<file path="src/rtl/reg_file_pkg.sv">
// Shared types and constants for the RV32I integer register file.
// Optional write-first bypass is selected by REG_FILE_BYPASS_EN (see reg_file_rdport).
package reg_file_pkg;

    localparam int XLEN       = 32;
    localparam int NREGS      = 32;
    localparam int REG_ADDR_W = $clog2(NREGS);

    // Register index type, shared with the decoder and the ALU-side muxes.
    typedef logic [REG_ADDR_W-1:0] reg_addr_t;
    typedef logic [XLEN-1:0]       xlen_t;
    typedef logic [NREGS-1:0][XLEN-1:0] reg_array_t;

    localparam reg_addr_t REG_ZERO = '0;

    function automatic logic is_zero(input reg_addr_t addr);
        return addr == REG_ZERO;
    endfunction

endpackage

</file>
<file path="src/rtl/reg_file_if.sv">
// Register-file port bundle: two operand reads, one write, one debug read, x0-write flag.
// The datapath side uses the master modport; the register file uses the slave modport.
interface reg_file_if;
    import reg_file_pkg::*;

    // No handshake: a write is taken on every rising edge where WE3 is high, reads are
    // combinational and valid in the same cycle the address is presented.
    reg_addr_t A1;
    reg_addr_t A2;
    reg_addr_t A3;
    xlen_t     WD3;
    logic      WE3;
    xlen_t     RD1;
    xlen_t     RD2;
    reg_addr_t DA;
    xlen_t     DRD;
    logic      WR0;

    modport master (
        output A1, A2, A3, WD3, WE3, DA,
        input  RD1, RD2, DRD, WR0
    );

    modport slave (
        input  A1, A2, A3, WD3, WE3, DA,
        output RD1, RD2, DRD, WR0
    );

endinterface

</file>
<file path="src/rtl/reg_file_rdport.sv">
// One combinational read port: x0 returns zero; with REG_FILE_BYPASS_EN defined a
// same-cycle write to the addressed register is forwarded (write-first).
module reg_file_rdport
    import reg_file_pkg::*;
(
    input  reg_array_t regs,
    input  reg_addr_t  addr,
    input  reg_addr_t  wr_addr,
    input  logic       wr_en,
    input  xlen_t      wr_data,
    output xlen_t      data
);

`ifdef REG_FILE_BYPASS_EN
    always_comb begin
        data = '0;
        if (!is_zero(addr)) begin
            data = regs[addr];
            if (wr_en && (wr_addr == addr)) begin
                data = wr_data;
            end
        end
    end
`else
    // Bypass inputs are intentionally ignored in the read-old-value build.
    logic unused_bypass;
    assign unused_bypass = ^{wr_addr, wr_en, wr_data};

    always_comb begin
        data = '0;
        if (!is_zero(addr)) begin
            data = regs[addr];
        end
    end
`endif

endmodule

</file>
<file path="src/rtl/reg_file.sv">
// 32 x 32 RV32I register file: x0 hardwired to zero, synchronous write, three
// combinational reads. Optional write-first bypass via REG_FILE_BYPASS_EN.
module reg_file
    import reg_file_pkg::*;
(
    input  logic        clk,
    input  logic        rst,
    reg_file_if.slave   bus
);

    reg_array_t regs;
    logic       wr0;
    logic       byp_we;

    always_ff @(posedge clk or negedge rst) begin
        if (!rst) begin
            regs <= '0;
            wr0  <= 1'b0;
        end else begin
            wr0 <= bus.WE3 && is_zero(bus.A3);
            if (bus.WE3 && !is_zero(bus.A3)) begin
                regs[bus.A3] <= bus.WD3;
            end
        end
    end

    assign bus.WR0 = wr0;

    // A write that reset is about to discard must not be forwarded either.
    assign byp_we = bus.WE3 & rst;

    reg_file_rdport u_rd1 (
        .regs    (regs),
        .addr    (bus.A1),
        .wr_addr (bus.A3),
        .wr_en   (byp_we),
        .wr_data (bus.WD3),
        .data    (bus.RD1)
    );

    reg_file_rdport u_rd2 (
        .regs    (regs),
        .addr    (bus.A2),
        .wr_addr (bus.A3),
        .wr_en   (byp_we),
        .wr_data (bus.WD3),
        .data    (bus.RD2)
    );

    reg_file_rdport u_drd (
        .regs    (regs),
        .addr    (bus.DA),
        .wr_addr (bus.A3),
        .wr_en   (byp_we),
        .wr_data (bus.WD3),
        .data    (bus.DRD)
    );

endmodule

</file>
<file path="src/flat_wrapper.sv">
// flat-port wrapper written by rule: the top's interface ports become plain ports
module reg_file_flat import reg_file_pkg::*;
  (clk, rst, bus_A1, bus_A2, bus_A3, bus_WD3, bus_WE3, bus_DA, bus_RD1, bus_RD2, bus_DRD, bus_WR0);
  reg_file_if bus_i ();
  input  logic clk;
  input  logic rst;
  input wire logic [$bits(bus_i.A1)-1:0] bus_A1;
  input wire logic [$bits(bus_i.A2)-1:0] bus_A2;
  input wire logic [$bits(bus_i.A3)-1:0] bus_A3;
  input wire logic [$bits(bus_i.WD3)-1:0] bus_WD3;
  input wire logic [$bits(bus_i.WE3)-1:0] bus_WE3;
  input wire logic [$bits(bus_i.DA)-1:0] bus_DA;
  output wire logic [$bits(bus_i.RD1)-1:0] bus_RD1;
  output wire logic [$bits(bus_i.RD2)-1:0] bus_RD2;
  output wire logic [$bits(bus_i.DRD)-1:0] bus_DRD;
  output wire logic [$bits(bus_i.WR0)-1:0] bus_WR0;
  assign bus_i.A1 = bus_A1;
  assign bus_i.A2 = bus_A2;
  assign bus_i.A3 = bus_A3;
  assign bus_i.WD3 = bus_WD3;
  assign bus_i.WE3 = bus_WE3;
  assign bus_i.DA = bus_DA;
  assign bus_RD1 = bus_i.RD1;
  assign bus_RD2 = bus_i.RD2;
  assign bus_DRD = bus_i.DRD;
  assign bus_WR0 = bus_i.WR0;
  reg_file u_core (.clk(clk), .rst(rst), .bus(bus_i));
endmodule
</file>
<file path="config.mk">
export PLATFORM = sky130hd
export DESIGN_NAME = reg_file_flat
export DESIGN_NICKNAME = d
export VERILOG_FILES = /design/src/rtl/reg_file_pkg.sv /design/src/rtl/reg_file_if.sv /design/src/rtl/reg_file_rdport.sv /design/src/rtl/reg_file.sv /design/src/flat_wrapper.sv
export SDC_FILE = /design/constraint.sdc
export NUM_CORES = 2
export LEC_CHECK = 0
export CELL_PAD_IN_SITES_DETAIL_PLACEMENT = 1
export CELL_PAD_IN_SITES_GLOBAL_PLACEMENT = 1
export CORE_UTILIZATION = 25
export CTS_CLUSTER_SIZE = 40
export DETAILED_ROUTE_END_ITERATION = 7
export PLACE_DENSITY_LB_ADDON = 0.1
export SLEW_MARGIN = 20
export SYNTH_ARGS = -nofsm -noshare
export SYNTH_HDL_FRONTEND = slang
export SYNTH_SLANG_ARGS = --single-unit
</file>
<file path="constraint.sdc">
create_clock -name clk -period 3.51 [get_ports clk]
set_clock_uncertainty 0.15 [all_clocks]
set_input_delay 0.702 -clock clk [delete_from_list [all_inputs] [get_ports clk]]
set_output_delay 0.702 -clock clk [all_outputs]
set_load 0.01 [all_outputs]
</file>
---- After elaboration in Yosys (flattened, before gate mapping) ----
Index checks and enable logic that the tools add are counted.
Widths: inputs -> output; s select.
cells by class
  $lt $le $gt $ge ......................... 5
  mux-type cells .......................... 12
  reductions and logical operators ........ 8
operators by type and width
  cell                number
  $bwmux 1024         1
  $bmux 32 s5         3
  $mux 32             7
  $demux 32 s5        1
  $lt 5x6->1 const B  4
  $logic_not 5->1     4
  $ge 5x1->1 const B  1
  $logic_and 1x1->1   3
  $logic_not 1->1     1
word-level totals
  flip-flop bits (word level) ............. 1025
  input bits .............................. 55
  output and inout port bits .............. 97
  word-level logic and storage cells ...... 58

---- Depth between registers and ports, before layout ----
  depth in word-level cells ............... 5
  mapped depth ............................ 9
  mapped depth without buffers ............ 4

---- By module ----
A second synthesis with hierarchy kept.
second synthesis, totals
  cells, all modules ...................... 4282
  area, all modules ....................... 63216.9 um2
by module, submodules not included
  module           times used  cells each  area an instance (um2)  sequential area each (um2)
  reg_file         1           2290        38112.8                 25649.6
  reg_file_rdport  3           664         8368.0                  0.0

---- Worst setup path before layout ----
OpenSTA, ideal clock, no wires.
  path kind ............................... input -> output
  from .................................... in bus_A2[0]
  to ...................................... out bus_RD2[21]
  arrival time ............................ 2310 ps
  data required time ...................... 2658 ps
  path slack .............................. 348 ps
  stages on the path ...................... 8
  path buffers ............................ 5
  cells stage by stage .................... buf_6 -> buf_6 -> buf_6 -> buf_6 -> buf_4 -> a31oi_1 -> o211ai_1 -> a2111oi_0
between the ends
  word-level cells in the longest chain between the ends .. 3
  elaborated cells between the ends (all ways) .. 4
  those cells by class .................... 3 x mux; 1 x reduce/logical
RTL lines
  what                           RTL line               source
  from (decl)                    flat_wrapper.sv:8      input wire logic [$bits(bus_i.A2)-1:0] bus_A2;
  $bmux 32 s5                    reg_file_rdport.sv:32  data = regs[addr];
  $mux 32 (not written as such)  reg_file_rdport.sv:32
  $mux 32 *                      reg_file_rdport.sv:31  if (!is_zero(addr)) begin
  to (decl)                      flat_wrapper.sv:14     output wire logic [$bits(bus_i.RD2)-1:0] bus_RD2;
Every way passes the cells marked *; elsewhere a longest branch is shown, timed or not. The select of a mux whose other input is x is not followed.

---- Worst setup path in the final report ----
  from .................................... in bus_A2[0]
  to ...................................... out bus_RD2[22]
The elaborated chain is that of the path after synthesis.

==> impl_metrics.yaml <==
layout:
  multi_input_area_um2: 39000
  nFillCells: 25474
  area_growth_pct: 41.1
  fin_cells: 8948
  drive_above_1_share: 0.640
  final_nets: 5556
  design_area_um2: 89000
  regArea_um2: 25600
  finalCoreUtilization: 0.354
worst_setup_path:
  arrival_ps: 2820
  critPathLaunch: "bus_A2[0]"
  worst-setup-path-type: "input pin to output pin"
  critical_path.max_fanout: 5
  startpoint_type: "input pin"
  cp.required_ps: 2660
  endpoint_kind: "output pin"
  reg2reg_from: "u_core.regs[145]"
  r2r_cells: 2
yosys:
  yosys.area_share.adder: 0
  avgSynthCellArea_um2: 13.8
  synth_nets: 4642
  synth_top_family_by_area: "multiplexers"
  yosysMostFrequentCell: "mux2_2"
  yosysWarnings: 0
  async_flop_share: 1.00
  synth_simple_gate_area_frac: 0.0267
  synth_edf_count: 0
  ys_ff_latch: 1025
  synthCells: 4587
  synth.area.mux_share: 0.453
  synth_top_area_frac: 0.407
  synthTopCellsByArea: "dfrtp_1, mux2_2, mux4_2, mux2i_1, a22oi_1"
  synth_cell_types: 45
  netlist_area_um2: 63100
  synth-compound-area-share: 0.0738
  synth_area_leader_cell: "dfrtp_1"
  synthTopCellsByCount: "mux2_2, dfrtp_1, mux2i_1"
  synth_ff_type: "dfrtp_1"
  yosysSeqAreaShare: 0.407
  synthXorXnorAreaFrac: 0
power:
  leakagePower_nw: 38.0
  fin_total_pwr_mw: 44.3
  peakVddDrop_uv: 510
  p_per_area_nw_per_um2: 497
run_status:
  outcome: "finished with violations"
  violations: "setup timing"
timing:
  finalWorstSetupSlack_ps: -164
  worst_slew_pin_slew_ps: 1010
  setup-tns-final_ps: -2650
  hold_violations: 0
  period_minus_slack_ps: 3670
  rsz0062_at_grt: "yes"
  fmax_ghz: 0.272
  setup-violations-final: 46
  fin_crit_sh: 1.05
  slew_violations: 0
  slew_headroom: 0.327
detailed_routing:
  drt_first_pass_iters: 7
  drt_wl_total_um: 347000
  routedWlPerCell_um: 38.8
  vias: 49654
  ant_nets: 0
  drt-initial-drc-count: 3921
  drc_errors: 0
  vias_per_cell: 5.55
die:
  start_util: 0.251
  die_h_um: 504
  row_count: 184
  dieWidth_um: 504
  fp.coreArea_um2: 251000
  ioPinCount: 152
  dieArea_um2: 254000
cts:
  numCtsBuffers: 138
  cts_tree: "done"
  cts.htree.levels: 4
  clock_path_buffers: 3
  cts.root.buffer_cell: "clkbuf_16"
  clkSinkCount: 1025
  clk_pin_slew_ps: 60
  clock_latency_ps: 800
grt:
  antenna_found_initial: 18
  track_usage: 0.270
  grt_max_degree: 114
  grt_pass1_wl_um: 476000
  grt.overflow.total: 0
  grt_pass1_vias: 52586
placed_design:
  place_congestion: 0.829
  dp_cells: 8411
  io_buffers: 151
  placed_area_um2: 76200
  post-dp-hpwl_um: 228000
worst_hold_path:
  hp-start: "u_core.regs[23]"
  hp-class: "register to register"
  holdPathStages: 0
run:
  drv_cap: 0
per-layer routing:
layer	vias up	share of wire	track usage	routed length [um]
met5	-	0.00020	0	71
met3	493	0.042	0.0337	14700
li1	19970	-	-	-
met1	27647	0.44	0.362	152000
met2	1534	0.48	0.444	167000
met4	10	0.039	0.0974	13500
layout make-up:
| cell class | instances | share of cell area |
|---|---|---|
| timing repair buffer | 1319 | 0.175 |
| clock inverter | 38 | 0.00628 |
| multi-input combinational | 3016 | 0.438 |
| clock buffer | 195 | 0.0453 |
| antenna | 6 | 0.000169 |
| tap | 3348 | 0.0470 |
| sequential | 1025 | 0.288 |
| inverter | 1 | 0.0000422 |
final timing paths:
kind	endpoint	slack, ps
hold / removal	u_core.regs[23]	280
setup reg to reg	u_core.regs[145]	2410
max in group asynchronous	u_core.regs[172]	1790
setup / recovery	bus_RD2[22]	-160
hold reg to reg	u_core.regs[23]	280
min in group asynchronous	u_core.regs[890]	430
registers in the layout, indices dropped and copies added, names as in the netlist:
name,count
u_core.regs,1024
u_core.bus.WR0,1
worst max-delay path: stages:
cell and delay, ps:
buf_16 130, buf_12 140, buf_12 140, buf_6 120, buf_4 150, buf_8 120
buf_12 130, mux2i_4 180, o22ai_2 220, a2111oi_4 90, nor3_4 440, buf_2 230
per-stage QoR:
stage | setup WS (ps) | hold WS (ps)
finish | -164 | 278
CTS | -195 | 278
floorplan | 348 | 256
detailed placement | -1410 | 259
global placement | -1790 | 265
global route | -177 | 290
kinds of logic (layout without fill, tap and decap cells):
kind of cell           count (synthesis)  after routing
and+or+nand+nor                      288            288
other                                  0              6
DFF                                 1025           1025
muxes                               2087           2087
AOI/OAI and AO/OA                    641            641
buffers and inverters                546           1553
repair_timing:
item                       in CTS  in global routing
gates resized for setup      1148                232
pin swaps                     234                171
buffers inserted              300                 84
hold buffers                    1                  0
cloned                         26                  5
setup endpoints to repair      96                 90
hold endpoints to repair      226                  0
report_power, final:
part | internal (mW) | total [mW] | switching (mW)
clock | 8.96 | 14.9 | 5.90
combinational | 7.14 | 12.7 | 5.60
sequential | 14.1 | 16.7 | 2.63
layout by cell type (no fill, tap or decap), drive strengths merged, types with 2 or more instances in the layout:
master         Yosys  layout
mux4             507     507
bufinv             0      14
nand3b             6       6
and2               6       6
nand3              5       5
a211oi           124     124
buf              244    1260
or2                4       4
nand2             21      21
nand2b             4       4
inv                1       2
nor2              24      24
clkinvlp           0       3
or3b               4       4
a22o              60      60
bufbuf             0       7
nor4              65      65
nor3              32      32
nor3b              5       5
clkinv             0      20
a2111oi           31      31
o21ai             64      64
or4                2       2
nor2b            105     105
o22ai             31      31
clkdlybuf4s50      0      38
dfrtp           1025    1025
diode              0       6
and3               2       2
a21oi             98      98
mux2i            522     522
o221ai            31      31
mux2            1058    1058
a22oi            197     197
clkbuf           301     208
Power figures use the tool's default switching activity.
